## config.mk

```make
export PLATFORM = sky130hd
export DESIGN_NAME = msg_bus_fifo
export DESIGN_NICKNAME = d
export VERILOG_FILES = /design/src/rtl/msg_bus_pkg.sv /design/src/rtl/msg_fifo.sv /design/src/rtl/msg_bus_fifo.sv
export SDC_FILE = /design/constraint.sdc
export NUM_CORES = 1
export LEC_CHECK = 0
export ABC_AREA = 1
export CAP_MARGIN = 15
export CORE_ASPECT_RATIO = 1.5
export CORE_MARGIN = 2
export CORE_UTILIZATION = 51
export DETAILED_ROUTE_END_ITERATION = 7
export PLACE_DENSITY = 0.76
export SYNTH_ARGS = -nofsm -noshare
export SYNTH_HDL_FRONTEND = slang
export SYNTH_SLANG_ARGS = --single-unit
```

## constraint.sdc

```tcl
create_clock -name clk -period 2.95 [get_ports clk]
set_input_delay 0.59 -clock clk [delete_from_list [all_inputs] [get_ports clk]]
set_output_delay 0.59 -clock clk [all_outputs]
set_load 0.01 [all_outputs]
```

## src/rtl/msg_bus_pkg.sv

```systemverilog
// Shared definitions for the inter-core message bus: opcode encodings and
// the sizing helper for core identifiers.
package msg_bus_pkg;

   typedef enum logic [1:0] {
      HALT_PAUSE = 2'b00,
      STOP       = 2'b01,
      CONTINUE   = 2'b10,
      DONE       = 2'b11
   } opcode_t;

   // Identifier width for a given core count; never narrower than one bit.
   function automatic int core_id_width(input int num_cores);
      return (num_cores > 1) ? $clog2(num_cores) : 1;
   endfunction

endpackage

```

## src/rtl/msg_fifo.sv

```systemverilog
// Single-clock receive FIFO holding {src_id, instr} entries for one core.
// The head reads as zero while empty so idle outputs stay clean.
module msg_fifo #(
   parameter int WIDTH = 4,
   parameter int DEPTH = 4
) (
   input  logic             clk,
   input  logic             reset_n,
   input  logic             push,
   input  logic [WIDTH-1:0] din,
   input  logic             pop,
   output logic             full,
   output logic             empty,
   output logic [WIDTH-1:0] dout
);

   localparam int PTR_W   = (DEPTH > 1) ? $clog2(DEPTH) : 1;
   localparam int COUNT_W = PTR_W + 1;

   logic [WIDTH-1:0]   mem [DEPTH];
   logic [PTR_W-1:0]   wr_ptr;
   logic [PTR_W-1:0]   rd_ptr;
   logic [COUNT_W-1:0] count;
   logic               do_push;
   logic               do_pop;

   assign full    = (count == COUNT_W'(DEPTH));
   assign empty   = (count == '0);
   assign do_push = push && !full;
   assign do_pop  = pop && !empty;
   assign dout    = empty ? '0 : mem[rd_ptr];

   // Pointers wrap on their own because DEPTH is a power of two.
   always_ff @(posedge clk) begin
      if (!reset_n) begin
         wr_ptr <= '0;
         rd_ptr <= '0;
         count  <= '0;
      end else begin
         if (do_push) wr_ptr <= wr_ptr + 1'b1;
         if (do_pop)  rd_ptr <= rd_ptr + 1'b1;
         if (do_push && !do_pop)      count <= count + 1'b1;
         else if (!do_push && do_pop) count <= count - 1'b1;
      end
   end

   always_ff @(posedge clk) begin
      if (do_push) mem[wr_ptr] <= din;
   end

endmodule

```

## src/rtl/msg_bus_fifo.sv

```systemverilog
// Round-robin message bus: one sender per cycle multicasts {src, instr} into
// the receive FIFOs of its destination cores.
module msg_bus_fifo
   import msg_bus_pkg::*;
#(
   parameter  int NUM_CORES     = 4,
   parameter  int INSTR_WIDTH   = 2,
   parameter  int FIFO_DEPTH    = 4,
   localparam int CORE_ID_WIDTH = core_id_width(NUM_CORES)
) (
   input  logic                               clk,
   input  logic                               reset_n,
   input  logic [NUM_CORES-1:0]               send_valid,
   input  logic [NUM_CORES*NUM_CORES-1:0]     send_dst_mask,
   input  logic [NUM_CORES*INSTR_WIDTH-1:0]   send_instr,
   output logic [NUM_CORES-1:0]               send_ready,
   output logic [NUM_CORES-1:0]               recv_valid,
   input  logic [NUM_CORES-1:0]               recv_ready,
   output logic [NUM_CORES*CORE_ID_WIDTH-1:0] recv_src,
   output logic [NUM_CORES*INSTR_WIDTH-1:0]   recv_instr
);

   localparam int ENTRY_W = CORE_ID_WIDTH + INSTR_WIDTH;

   logic [NUM_CORES-1:0]     eff_mask [NUM_CORES];
   logic [NUM_CORES-1:0]     full_vec;
   logic [NUM_CORES-1:0]     empty_vec;
   logic [NUM_CORES-1:0]     eligible;
   logic [NUM_CORES-1:0]     grant;
   logic [NUM_CORES-1:0]     push_vec;
   logic [CORE_ID_WIDTH-1:0] priority_ptr;
   logic [CORE_ID_WIDTH-1:0] winner;
   logic                     granted;
   logic [ENTRY_W-1:0]       push_entry;
   int                       idx;

   // A sender may only compete when every FIFO it targets has room right now;
   // a same-cycle pop is deliberately not counted as free space.
   always_comb begin
      for (int i = 0; i < NUM_CORES; i++) begin
         eff_mask[i]    = send_dst_mask[i*NUM_CORES +: NUM_CORES];
         eff_mask[i][i] = 1'b0;
         eligible[i]    = send_valid[i] && ((eff_mask[i] & full_vec) == '0);
      end
   end

   always_comb begin
      grant   = '0;
      winner  = '0;
      granted = 1'b0;
      idx     = 0;
      for (int k = 0; k < NUM_CORES; k++) begin
         idx = int'(priority_ptr) + k;
         if (idx >= NUM_CORES) idx = idx - NUM_CORES;
         if (reset_n && !granted && eligible[idx]) begin
            granted    = 1'b1;
            winner     = CORE_ID_WIDTH'(idx);
            grant[idx] = 1'b1;
         end
      end
   end

   assign send_ready = grant;
   assign push_vec   = granted ? eff_mask[winner] : '0;
   assign push_entry = {winner, send_instr[int'(winner)*INSTR_WIDTH +: INSTR_WIDTH]};

   always_ff @(posedge clk) begin
      if (!reset_n) begin
         priority_ptr <= '0;
      end else if (granted) begin
         priority_ptr <= (int'(winner) == NUM_CORES - 1) ? '0 : winner + 1'b1;
      end
   end

   for (genvar j = 0; j < NUM_CORES; j++) begin : g_rx
      logic [ENTRY_W-1:0] head;

      msg_fifo #(
         .WIDTH (ENTRY_W),
         .DEPTH (FIFO_DEPTH)
      ) u_fifo (
         .clk     (clk),
         .reset_n (reset_n),
         .push    (push_vec[j]),
         .din     (push_entry),
         .pop     (recv_ready[j]),
         .full    (full_vec[j]),
         .empty   (empty_vec[j]),
         .dout    (head)
      );

      assign recv_valid[j]                                  = !empty_vec[j];
      assign recv_src[j*CORE_ID_WIDTH +: CORE_ID_WIDTH]     = head[ENTRY_W-1 -: CORE_ID_WIDTH];
      assign recv_instr[j*INSTR_WIDTH +: INSTR_WIDTH]       = head[INSTR_WIDTH-1:0];
   end

endmodule

```

# After elaboration in Yosys (flattened, before gate mapping)

Memory sizes are Yosys's and may differ from the RTL's. A register that Yosys moved wholly into a read port is not among the register bits.
Index checks and enable logic that the tools add are counted.

Reduce and logical (&&, ||, !) cells: 62
Equal/unequal tests: 5
Add/sub/neg operators: 24
Bitwise gates (word level): 8
Mux-type cells: 69
Shift-type cells: 1
Magnitude comparators: 13

Operators by type and width:

| kind                                                                   | count |
|---|---|
| 32-bit by 1-bit >= comparator with 1-bit output, second input constant | 4 |
| 32-bit by 4-bit < comparator with 1-bit output, second input constant  | 4 |
| 32-bit 2-to-1 mux                                                      | 4 |
| 4-bit 2-to-1 mux                                                       | 11 |
| 1-bit logical AND                                                      | 31 |
| 2-bit 2-to-1 mux                                                       | 13 |
| 1-bit 2-to-1 mux                                                       | 24 |
| 3-bit 2-to-1 mux                                                       | 8 |
| 1-bit logical NOT                                                      | 19 |
| 2-bit by 1-bit adder with 2-bit output, second input constant          | 9 |
| 4-bit logical NOT                                                      | 4 |
| 3-bit by 1-bit adder with 3-bit output, second input constant          | 4 |
| 4-bit AND                                                              | 3 |
| 3-bit equality test, second input constant                             | 4 |
| 3-bit >= comparator, second input constant                             | 4 |
| 3-bit logical NOT                                                      | 4 |
| 4-bit bitwise OR                                                       | 3 |
| 3-bit by 1-bit subtractor with 3-bit output, second input constant     | 4 |
| 3-bit by 3-bit subtractor with 4-bit output, second input constant     | 3 |
| 1-bit binary-select mux with 2-bit select                              | 4 |
| 4-bit binary-select mux with 2-bit select                              | 1 |
| 1-bit demux with 2-bit select                                          | 4 |
| 2-bit nonzero test                                                     | 4 |
| 8-bit by 4-bit indexed part select with 2-bit output                   | 1 |
| 7 further kinds                                                        | 8 |

Bits in registers: 30
Memories: 4
Word-level logic and storage cells: 199
Memory bits (writable): 64
Input port bits: 34
Output and inout port bits: 24

Memory list:

| memory             | depth | bits a word | read ports | clocked after memory_dff | wr ports | line           | text |
|---|---|---|---|---|---|---|---|
| g_rx[0].u_fifo.mem | 4     | 4           | 1          | 1                        | 1        | msg_fifo.sv:20 | `logic [WIDTH-1:0] mem [DEPTH];` |
| g_rx[1].u_fifo.mem | 4     | 4           | 1          | 1                        | 1        | msg_fifo.sv:20 |  |
| g_rx[2].u_fifo.mem | 4     | 4           | 1          | 1                        | 1        | msg_fifo.sv:20 |  |
| g_rx[3].u_fifo.mem | 4     | 4           | 1          | 1                        | 1        | msg_fifo.sv:20 |  |

# Logic depth before layout (Yosys ltp)

Gate-level depths: netlist (run 1).

Word-level depth: 31
Mapped depth: 26

# Hierarchy

Synthesis (run 1) repeated with hierarchy kept, for this count alone.

Cell total of the unflattened synthesis: 628
Area, all modules: 5480.3 µm²

By module, submodules not included:

| module       | sequential area each (µm²) | cells each | instances | area an instance (µm²) |
|---|---|---|---|---|
| msg_fifo     | 660.6                      | 117        | 4         | 1129.8 |
| msg_bus_fifo | 40.0                       | 160        | 1         | 960.9 |

# Least setup slack after synthesis (run 1)

No wires, ideal clock.

Path type: register to register
Start: register priority_ptr[1]
End: register g_rx[3].u_fifo.count[2]
Stages on the path, launching flop included: 24
Setup slack: -0.228 ns
Data arrival time: 3.108 ns
Cells stage by stage: dfxtp_1 inv_1 ha_1 inv_1 nand3_2 nand2_1 inv_1 nand2_1 nand2_1 nand2_4 nand2_2 nand2_4 nor2_1 nand2_1 nand2_2 nand2_2 inv_1 ha_1 inv_1 fa_1 o21ai_0 a21o_1 o21ai_0 a21oi_1

Word-level cells in the longest chain between the ends: 28
Elaborated cells on any way between the ends: 56

RTL lines:

| element                                                                                                       | line               | text |
|---|---|---|
| from (decl)                                                                                                   | msg_bus_fifo.sv:31 | `logic [CORE_ID_WIDTH-1:0] priority_ptr;` |
| from (signal assigned)                                                                                        | msg_bus_fifo.sv:71 | `priority_ptr <= (int'(winner) == NUM_CORES - 1) ? '0 : winner + 1'b1;` |
| 2-bit by 3-bit subtractor with 4-bit output or 2-bit by 3-bit >= comparator with 1-bit output (tied branches) | msg_bus_fifo.sv:54 | `if (idx >= NUM_CORES) idx = idx - NUM_CORES;` |
| 32-bit 2-to-1 mux                                                                                             | msg_bus_fifo.sv:54 |  |
| 1-bit binary-select mux with 2-bit select                                                                     | msg_bus_fifo.sv:55 | `if (reset_n && !granted && eligible[idx]) begin` |
| 1-bit 2-to-1 mux (not written as such) (2 in a row)                                                           | msg_bus_fifo.sv:55 |  |
| 1-bit logical AND                                                                                             | msg_bus_fifo.sv:55 |  |
| 1-bit 2-to-1 mux                                                                                              | msg_bus_fifo.sv:55 |  |
| 1-bit logical NOT                                                                                             | msg_bus_fifo.sv:55 |  |
| 1-bit logical AND (2 in a row)                                                                                | msg_bus_fifo.sv:55 |  |
| (+9 left out)                                                                                                 | -                  |  |
| named net g_rx[0].u_fifo.din[2]                                                                               | msg_fifo.sv:10     | `input logic [WIDTH-1:0] din,` |
| (+1 left out)                                                                                                 | -                  |  |
| 4-bit binary-select mux with 2-bit select (*)                                                                 | msg_bus_fifo.sv:64 | `assign push_vec = granted ? eff_mask[winner] : '0;` |
| 4-bit 2-to-1 mux (not written as such) (*) (2 in a row)                                                       | msg_bus_fifo.sv:64 |  |
| 4-bit 2-to-1 mux (*)                                                                                          | msg_bus_fifo.sv:64 |  |
| 1-bit logical AND (*)                                                                                         | msg_fifo.sv:29     | `assign do_push = push && !full;` |
| named net g_rx[3].u_fifo.do_push                                                                              | msg_fifo.sv:24     | `logic do_push;` |
| 1-bit logical NOT                                                                                             | msg_fifo.sv:43     | `else if (!do_push && do_pop) count <= count - 1'b1;` |
| 1-bit logical AND                                                                                             | msg_fifo.sv:43     |  |
| 2-bit nonzero test (no line)                                                                                  | -                  |  |
| to (signal assigned)                                                                                          | msg_fifo.sv:42     | `if (do_push && !do_pop) count <= count + 1'b1;` |
| to (signal assigned)                                                                                          | msg_fifo.sv:43     |  |
| to (decl)                                                                                                     | msg_fifo.sv:23     | `logic [COUNT_W-1:0] count;` |

The timed path passes the listed nets; every way through them passes the cells marked *. The select of a mux whose other input is x is not followed.
A chain may end at the register's enable or synchronous reset.

# Final worst setup path (run 1)

Start: register g_rx[0].u_fifo.count[1]
End: register g_rx[2].u_fifo.count[2]

Word-level cells in the longest chain between the ends: 30
Elaborated cells on any way between the ends: 54

RTL lines:

| element                                                           | line               | text |
|---|---|---|
| from (decl)                                                       | msg_fifo.sv:23     |  |
| from (signal assigned)                                            | msg_fifo.sv:42     |  |
| from (signal assigned)                                            | msg_fifo.sv:43     |  |
| 3-bit equality test (*)                                           | msg_fifo.sv:27     | `assign full = (count == COUNT_W'(DEPTH));` |
| 4-bit AND or 3-bit by 4-bit AND with 4-bit output (tied branches) | msg_bus_fifo.sv:43 | `eligible[i] = send_valid[i] && ((eff_mask[i] & full_vec) == '0);` |
| 4-bit logical NOT                                                 | msg_bus_fifo.sv:43 |  |
| 1-bit logical AND                                                 | msg_bus_fifo.sv:43 |  |
| 1-bit binary-select mux with 2-bit select                         | msg_bus_fifo.sv:55 |  |
| 1-bit 2-to-1 mux (not written as such) (2 in a row)               | msg_bus_fifo.sv:55 |  |
| 1-bit logical AND                                                 | msg_bus_fifo.sv:55 |  |
| 1-bit 2-to-1 mux                                                  | msg_bus_fifo.sv:55 |  |
| (+13 left out)                                                    | -                  |  |
| 4-bit binary-select mux with 2-bit select                         | msg_bus_fifo.sv:64 |  |
| 4-bit 2-to-1 mux (not written as such) (2 in a row)               | msg_bus_fifo.sv:64 |  |
| 4-bit 2-to-1 mux (*)                                              | msg_bus_fifo.sv:64 |  |
| 1-bit logical AND (*)                                             | msg_fifo.sv:29     |  |
| named net g_rx[2].u_fifo.do_push                                  | msg_fifo.sv:24     |  |
| 1-bit logical NOT                                                 | msg_fifo.sv:43     |  |
| 1-bit logical AND                                                 | msg_fifo.sv:43     |  |
| 2-bit nonzero test (no line)                                      | -                  |  |
| to (signal assigned)                                              | msg_fifo.sv:42     |  |
| to (signal assigned)                                              | msg_fifo.sv:43     |  |
| to (decl)                                                         | msg_fifo.sv:23     |  |

Marked as above.

==> flow_summary.yaml, run 1 <==
worst_setup_path:
  required_ps: 3170
  worstPathArrival_ps: 3380
  critPathLaunchType: "flop"
  critical_path_class: "flop to flop"
  critPathCaptureType: "flop"
  reg2reg_slack_ps: -200
  rr_startpoint: "g_rx[0].u_fifo.count[1]"
  r2r_cells: 24
  r2r_end: "g_rx[2].u_fifo.count[2]"
  worstPathMaxFanout: 6
die:
  dieArea_um2: 11200
  die_h_um: 128
  core-area_um2: 10100
  initial_utilization: 0.523
  row_count: 45
  ios: 58
  die_x_um: 87.0
global_route:
  grt.overflow.total: 0
  grt_max_degree: 18
  globalRouteTotalUtil: 0.239
  antenna_found_initial: 0
  grt_pass1_vias: 4773
  grt_pass1_wl_um: 21000
detailed_routing:
  dr.pass1.iters: 5
  wl_met2_um: 7860
  vias: 4707
  top_layer: "met4"
  drtIter0Drc: 283
  route.detailed.drc: 0
  wl_met3_um: 548
  drt_wl_total_um: 14300
  vias_per_cell: 5.47
  ant_nets: 0
  routedWlPerCell_um: 16.6
  wl_met1_um: 5110
status:
  status: "finished with violations"
  violations: "negative setup slack"
clock_network:
  tritoncts: "built"
  cts.clk_slew.worst_paths_ps: 70
  ctsHoldBuffers: 0
  cts_made_buffers: 9
  cts_buffer_depth: 2
  h-tree-depth: 3
  clockRootBuffer: "clkbuf_16"
  clk_latency_ps: 350
  clkSinkCount: 102
pwr:
  p_comb_frac: 0.627
  ir_worst_vdd_v: 0.000670
  swShare: 0.423
  seq_power_share: 0.255
  switching_power_mw: 4.13
  p_per_area_nw_per_um2: 1310
  p_clk_frac: 0.119
  leakage_nw: 3.11
  internal_power_mw: 5.64
synthesis:
  syn_inst: 591
  syn_area_um2: 5270
  ys_warn_count: 0
  seq_area_frac_synth: 0.509
  synth_edf_count: 64
  yosysTopAreaCellShare: 0.365
  async_reset_ff_frac: 0
  synth_cell_types: 29
  ys_ff_latch: 102
  synth_top_cell_by_area: "edfxtp_1"
  synth-main-ff-cell: "edfxtp_1"
  ys_top_cells_by_area: "edfxtp_1, dfxtp_1, nor2_1, ha_1, inv_1"
  synthesis.nets: 657
  syn_area_per_cell_um2: 8.92
placed_design:
  place_ws_ps: -722
  gp_congestion: 0.926
  place_area_um2: 6480
  dp_hpwl_um: 9100
  port_buffers: 53
layout:
  final_cell_area_um2: 7440
  fin_nets: 804
  register_area_um2: 2700
  final_util: 0.738
  drive_gt1_frac: 0.342
  final_cell_mix: "nor2_1, buf_4, inv_1"
  syn_to_final_growth_pct: 41.2
  final_common_cell: "nor2_1"
  fillers: 643
  antenna_cells: 0
  multi_input_area_um2: 2720
sta:
  fmaxAchievable_mhz: 317
  fin_worst_skew_ps: 14.8
  period_share: 1.07
  min_period_ps: 3150
  rsz0062_at_grt: "yes"
  slew_headroom: 0.773
  drv_slew: 0
  hold_viol: 0
  setup_ws_ps: -203
  worstMarginPinSlew_ps: 339
  final.setup.tns_ps: -1020
  finalSetupViolations: 11
  fin_hold_ws_ps: 471
min_path:
  hold_class: "flop to flop"
  hp-start: "g_rx[0].u_fifo.rd_ptr[1]"
  min_path_cells: 2
  hold_path_end: "g_rx[0].u_fifo.rd_ptr[1]"
job:
  maxCapViolCount: 0
what timing repair did:
item | 4_1_cts | 5_1_grt
buffers inserted | 14 | 12
pin swaps | 45 | 54
setup endpoints to repair | 22 | 28
gates resized for setup | 82 | 101
cell families (layout without fill, tap and decap cells):
logic type | after synthesis | after routing | share of synthesized area
xor gates and xnor gates | 3 | 3 | 0.00499
DFF | 102 | 102 | 0.509
buffers and inverters | 94 | 246 | 0.0693
adders and majority gates | 32 | 32 | 0.0817
and+or+nand+nor | 256 | 256 | 0.232
AOI/OAI and AO/OA | 104 | 104 | 0.103
cell usage after synthesis, drive strengths merged (2+ instances only):
master / n
nand4: 6
clkbuf: 6
nand3: 47
nor2: 122
dfxtp: 38
a21oi: 46
edfxtp: 64
ha: 28
inv: 86
o221ai: 3
xor2: 3
fa: 4
o21ai: 52
nand2: 81
buf: 2
power groups by stage:
stage          Sequential [mW]  Clock, mW  Combinational (mW)
2_1_floorplan             2.44          0                2.62
3_3_place_gp              2.46          0                4.61
3_5_place_dp              2.48          0                4.84
4_1_cts                   2.47       1.17                5.29
5_1_grt                   2.52       1.23                6.56
6_report                  2.49       1.16                6.12
worst max-delay path: stages (launching register included):
cell	delay (ps)
dfxtp_2	340
nor2_4	160
nand3_1	140
nand2_2	130
nor2_4	50
nand2_2	100
nand3_4	110
nand2_4	120
nand3_4	170
nand2_4	110
inv_2	50
nand2_4	100
nand2_4	90
nor2_4	110
nand2_4	60
nand2_4	70
nand2_4	50
inv_2	60
ha_4	130
inv_2	40
fa_2	360
a21oi_2	180
o21ai_2	90
o21ai_1	140
a21oi_1	60
flip-flops by register name (all words and copies together), names as in the netlist, named ones only:
name                flops
priority_ptr            2
g_rx.u_fifo.rd_ptr      8
g_rx.u_fifo.count      12
g_rx.u_fifo.wr_ptr      8
g_rx.u_fifo.mem        64
stage by stage:
| stage | power, mW | cells |
|---|---|---|
| floorplan | 5.06 | 591 |
| CTS | 8.93 | 851 |
| detailed placement | 7.32 | 821 |
| global placement | 7.07 | 821 |
| global route | 10.3 | 860 |
| finish | 9.77 | 860 |
how the worst max path moves through the flow:
stage / start / endpoint / slack (ps) / cells past startpoint
2_1_floorplan: send_dst_mask[4] / g_rx[3].u_fifo.count[2] / -10 / 21
6_report: g_rx[0].u_fifo.count[1] / g_rx[2].u_fifo.count[2] / -200 / 24
3_3_place_gp: send_dst_mask[1] / g_rx[0].u_fifo.count[2] / -670 / 22
4_1_cts: g_rx[3].u_fifo.count[1] / g_rx[2].u_fifo.count[2] / -20 / 24
3_5_place_dp: send_dst_mask[1] / g_rx[0].u_fifo.count[2] / -720 / 22
5_1_grt: g_rx[0].u_fifo.count[1] / g_rx[2].u_fifo.count[2] / -300 / 24
layer usage:
metal	track usage	up-vias
met1	0.232	2229
met2	0.467	174
met3	0.0372	64
li1	-	2240
met5	0	-
met4	0.125	0
area by class of cell:
| type | instances | share of cell area |
|---|---|---|
| Multi-Input combinational cell | 395 | 0.366 |
| Inverter | 86 | 0.0458 |
| Clock buffer | 9 | 0.0303 |
| Sequential cell | 102 | 0.362 |
| Clock inverter | 7 | 0.00959 |
| Tap cell | 117 | 0.0197 |
| Timing Repair Buffer | 144 | 0.167 |
Power figures use the tool's default switching activity.
==> inputs of run 2 (changes only) <==
--- a/config.mk
+++ b/config.mk
@@ -6,12 +6,10 @@
 export NUM_CORES = 1
 export LEC_CHECK = 0
 export ABC_AREA = 1
-export CAP_MARGIN = 15
 export CORE_ASPECT_RATIO = 1.5
 export CORE_MARGIN = 2
-export CORE_UTILIZATION = 51
+export CORE_UTILIZATION = 38
 export DETAILED_ROUTE_END_ITERATION = 7
-export PLACE_DENSITY = 0.76
 export SYNTH_ARGS = -nofsm -noshare
 export SYNTH_HDL_FRONTEND = slang
 export SYNTH_SLANG_ARGS = --single-unit
==> run 2 against run 1 <==
  * The run still ends with negative setup slack left
  * Utilization fell by 18 points
  * Worst hold slack got worse by 6.2 ps
  * Wire length fell by 9.2%
  * Non-clock buffer count rose by 8
  * Clock power rose by 6%
  * Combinational power fell by 3%
  * Die area rose by 33%
  * Power fell by 1.2%
  * Flip-flop and latch count did not move
  * Clock skew fell by 5.4 ps
  * Via count fell by 4.7%
  * Largest power group unchanged
  * Highest routed layer unchanged
==> flow_summary.yaml, run 2 (same netlist as run 1, synthesis figures left out) <==
global_route:
  grt_pass1_wl_um: 20500
  grt_use_met1: 0.177
  grt_max_degree: 18
  grt_pass1_vias: 4555
  met3_usage: 0.0268
  met2_usage: 0.337
  antenna_found_initial: 0
  globalRouteTotalUtil: 0.177
  top_usage_layer: "met2"
  grt.overflow.total: 0
clock_network:
  clockRootBuffer: "clkbuf_16"
  h-tree-depth: 3
  cts_made_buffers: 9
  cts_buffer_depth: 2
  clkSinkCount: 102
  cts.clk_slew.worst_paths_ps: 60
  clk_latency_ps: 350
  tritoncts: "built"
detailed_routing:
  dr.pass1.iters: 5
  drt_wl_total_um: 12900
  ant_nets: 0
  vias: 4484
  vias_per_cell: 4.91
  routedWlPerCell_um: 14.2
  drtIter0Drc: 120
  route.detailed.drc: 0
die:
  core-area_um2: 13500
  dieArea_um2: 14800
  die_h_um: 148
  die_x_um: 100
  row_count: 52
  ios: 58
  initial_utilization: 0.389
status:
  status: "finished with violations"
  violations: "negative setup slack"
layout:
  antenna_cells: 0
  final_common_cell: "nor2_1"
  final_cell_mix: "nor2_1, buf_4, inv_1"
  top_register: "g_rx.u_fifo.mem"
  fin_cells: 913
  drive_gt1_frac: 0.348
  fillers: 1202
  largest_reg_flops: 64
  fin_nets: 812
  syn_to_final_growth_pct: 43.4
  largestRegisters: "g_rx.u_fifo.mem: 64 flops, g_rx.u_fifo.count: 12 flops"
placed_design:
  dp_hpwl_um: 9510
  port_buffers: 53
  gp_congestion: 1.01
  placed_cells: 872
sta:
  fmaxAchievable_mhz: 333
  setup_ws_ps: -50.5
  fin_worst_skew_ps: 9.38
  drv_slew: 0
  finalSetupViolations: 5
  min_period_ps: 3000
  worstMarginPinSlew_ps: 302
  hold_viol: 0
  slew_headroom: 0.798
  rsz0062_at_grt: "yes"
  fin_hold_ws_ps: 465
  period_share: 1.02
worst_setup_path:
  critPathLaunchType: "flop"
  critical_path_class: "flop to flop"
  critPathCaptureType: "flop"
  worstPathArrival_ps: 3280
  worstPathMaxFanout: 6
  required_ps: 3230
min_path:
  hold_class: "flop to flop"
job:
  maxCapViolCount: 0
pwr:
  ir_worst_vdd_v: 0.000676
  p_per_area_nw_per_um2: 1280
  leakage_nw: 3.16
==> run 2: cell count changes in the layout (fill, tap and decap cells not counted), sizes merged <==
cell	change
dlygate4sd2	+5
clkdlybuf4s15	-4
inv	-1
buf	+8
clkinvlp	-2
clkbuf	+2
==> run 2: layout make-up <==
class,instances,area [um^2],share of cell area
Sequential cell,102,2700,0.357
Tap cell,162,203,0.0268
Inverter,86,343,0.0454
Multi-Input combinational cell,395,2710,0.358
Clock inverter,4,52.6,0.00695
Timing Repair Buffer,152,1290,0.170
Clock buffer,12,268,0.0354
==> run 2: layer usage <==
layer,wire (um),up-vias
li1,-,2253
met1,4820,2080
met2,7110,108
met3,376,43
met4,640,0
met5,0,-
==> run 2: what timing repair did <==
item	4_1_cts	5_1_grt
resized for setup	95	79
hold buffers	0	0
pin swaps	46	52
setup endpoints to repair	14	31
setup buffers	22	5
==> run 2: report_power, final <==
| group | switching (mW) | internal, mW | total (mW) |
|---|---|---|---|
| clock network | 0.494 | 0.735 | 1.23 |
| registers | 0.234 | 2.26 | 2.49 |
| logic | 3.20 | 2.74 | 5.94 |
==> run 2: final timing paths <==
kind | cells past startpoint | slack, ps | startpoint | endpoint
worst max-delay path | 25 | -50 | g_rx[2].u_fifo.count[0] | g_rx[1].u_fifo.count[2]
worst min register to register | 2 | 460 | g_rx[1].u_fifo.rd_ptr[1] | flop
worst min-delay path | 2 | 460 | g_rx[1].u_fifo.rd_ptr[1] | flop
worst max register to register | 25 | -50 | g_rx[2].u_fifo.count[0] | g_rx[1].u_fifo.count[2]
==> run 2: worst max-delay path, cell delays in order, from the launching register on <==
cell     delay [ps]
dfxtp_2         340
nor2_4          180
nand3_2         110
nand2_1         120
nor2_4           60
nand2_4          80
nand3_4         110
nand2_4         110
nand3_4         150
buf_6           160
nand4_4         130
buf_6           120
nand3_2          50
nand2_1          60
nand2_1          60
nand2_2          70
nand2_2          60
inv_2            60
ha_4            120
inv_2            40
fa_2            350
nor2_1           90
nor2_1           50
nand2_1          80
o21ai_1          70
a21oi_1         110
==> run 2: per-stage QoR <==
stage | total power, mW | utilization | TNS, ps | setup WS [ps] | area, um^2
2_1_floorplan | 5.06 | - | -19.2 | -12.0 | 5290
3_3_place_gp | 7.23 | 0.486 | -27910 | -593 | 6570
3_5_place_dp | 7.35 | 0.486 | -35390 | -666 | 6570
4_1_cts | 9.25 | 0.536 | -309 | -84.0 | 7250
5_1_grt | 10.4 | 0.558 | -1370 | -211 | 7560
6_report | 9.66 | 0.558 | -122 | -50.5 | 7560
==> inputs of run 3 (changes only) <==
--- a/config.mk
+++ b/config.mk
@@ -10,6 +10,7 @@
 export CORE_MARGIN = 2
 export CORE_UTILIZATION = 38
 export DETAILED_ROUTE_END_ITERATION = 7
+export SKIP_CTS_REPAIR_TIMING = 1
 export SYNTH_ARGS = -nofsm -noshare
 export SYNTH_HDL_FRONTEND = slang
 export SYNTH_SLANG_ARGS = --single-unit
==> run 3 against run 2 <==
  * Sequential power is essentially flat
  * Worst setup slack lost 120 ps
  * Combinational power shrank 0.8%
  * Die area is the same
  * The run still ends with negative setup slack left
  * Largest cell class is now sequential cells
  * Sequential share of layout area is essentially flat
  * Wire length grew 1.1%
  * Via count grew 0.60%
  * Clock skew is essentially flat
  * First-iteration DRC count grew 18%
  * Critical path type unchanged
  * Power shrank 0.50%
  * Non-clock buffer count shrank 2
  * Critical path depth shrank 1
==> flow_summary.yaml, run 3 (same netlist as run 1, synthesis figures left out) <==
worst_setup_path:
  worstPathMaxFanout: 4
  r2r_cells: 24
  critPathCaptureType: "flop"
  critical_path_class: "flop to flop"
  required_ps: 3180
  worstPathArrival_ps: 3350
  reg2reg_slack_ps: -170
  critPathLaunchType: "flop"
global_route:
  grt_max_degree: 18
  grt_pass1_wl_um: 19500
  grt.overflow.total: 0
  globalRouteTotalUtil: 0.169
  grt_pass1_vias: 4298
  antenna_found_initial: 0
min_path:
  hold_class: "flop to flop"
  min_path_cells: 2
clock_network:
  clkSinkCount: 102
  cts.clk_slew.worst_paths_ps: 60
  clk_latency_ps: 350
  cts_made_buffers: 9
  tritoncts: "built"
  h-tree-depth: 3
  clockRootBuffer: "clkbuf_16"
  cts_buffer_depth: 2
detailed_routing:
  drtIter0Drc: 142
  route.detailed.drc: 0
  ant_nets: 0
  dr.pass1.iters: 5
  vias_per_cell: 4.95
  drt_wl_total_um: 13100
  vias: 4511
  routedWlPerCell_um: 14.4
layout:
  final_cell_mix: "nor2_1, buf_4, inv_1"
  antenna_cells: 0
  syn_to_final_growth_pct: 43.2
  fin_nets: 810
  top_register: "g_rx.u_fifo.mem"
  final_cell_area_um2: 7550
  largest_reg_flops: 64
  largestRegisters: "g_rx.u_fifo.mem: 64 flops, g_rx.u_fifo.count: 12 flops"
  final_common_cell: "nor2_1"
  fin_cells: 911
  fillers: 1201
  drive_gt1_frac: 0.319
placed_design:
  dp_hpwl_um: 9510
  placed_cells: 872
  place_ws_ps: -666
  gp_congestion: 1.01
  place_area_um2: 6570
  port_buffers: 53
die:
  ios: 58
  row_count: 52
  die_x_um: 100
  dieArea_um2: 14800
  initial_utilization: 0.389
  core-area_um2: 13500
  die_h_um: 148
sta:
  rsz0062_at_grt: "yes"
  finalSetupViolations: 8
  hold_viol: 0
  fmaxAchievable_mhz: 321
  drv_slew: 0
  fin_worst_skew_ps: 9.88
  worstMarginPinSlew_ps: 303
  slew_headroom: 0.798
  min_period_ps: 3120
  setup_ws_ps: -166
  final.setup.tns_ps: -660
  period_share: 1.06
pwr:
  p_per_area_nw_per_um2: 1270
  ir_worst_vdd_v: 0.000655
  leakage_nw: 3.28
status:
  violations: "negative setup slack"
  status: "finished with violations"
job:
  maxCapViolCount: 0
[run 3: final timing paths]
kind / startpoint / end
max: g_rx[2].u_fifo.count[0] / g_rx[2].u_fifo.count[2]
min: g_rx[1].u_fifo.rd_ptr[1] / flop
max reg2reg: g_rx[2].u_fifo.count[0] / g_rx[2].u_fifo.count[2]
min reg2reg: g_rx[1].u_fifo.rd_ptr[1] / flop
[run 3: layout make-up]
cell class                      count  area, um^2  share of cell area
Sequential cell                   102        2700               0.357
Multi-Input combinational cell    395        2620               0.348
Timing Repair Buffer              150        1350               0.179
Inverter                           86         350              0.0464
Clock buffer                       12         268              0.0355
Tap cell                          162         203              0.0269
Clock inverter                      4        52.6             0.00696
[run 3: stage by stage]
step / util / power (mW) / hold WS [ps]
2_1_floorplan: - / 5.06 / 436
3_3_place_gp: 0.486 / 7.23 / 447
3_5_place_dp: 0.486 / 7.35 / 457
4_1_cts: 0.509 / 8.59 / 469
5_1_grt: 0.558 / 10.3 / 500
6_report: 0.558 / 9.61 / 467
[run 3: metal layers]
metal	track usage	vias to the layer above	share of wire	wire [um]
li1	-	2251	-	-
met1	0.174	2095	0.37	4780
met2	0.319	126	0.54	7130
met3	0.0249	39	0.041	530
met4	0.0952	0	0.049	646
met5	0	-	0	0
[run 3: worst max-delay path, stage by stage, from the launching register on]
cell,delay (ps)
dfxtp_1,380
nor2_4,60
nand3_1,90
nand2_1,70
nor2_2,160
nand2_2,110
nand3_2,80
o21ai_2,60
nor2_2,170
buf_4,160
nand3_4,110
nand2_4,150
nand2_8,70
nor2_4,90
nand2_4,60
nand2_4,70
nand2_4,50
inv_2,60
ha_4,130
inv_4,40
fa_2,380
a21oi_2,170
o21ai_2,80
o21ai_1,130
a21oi_1,50
[run 3: report_power, final]
part / internal [mW] / leakage, nW / switching (mW)
clock: 0.735 / 0.158 / 0.499
combinational: 2.71 / 2.22 / 3.18
sequential: 2.25 / 0.902 / 0.228
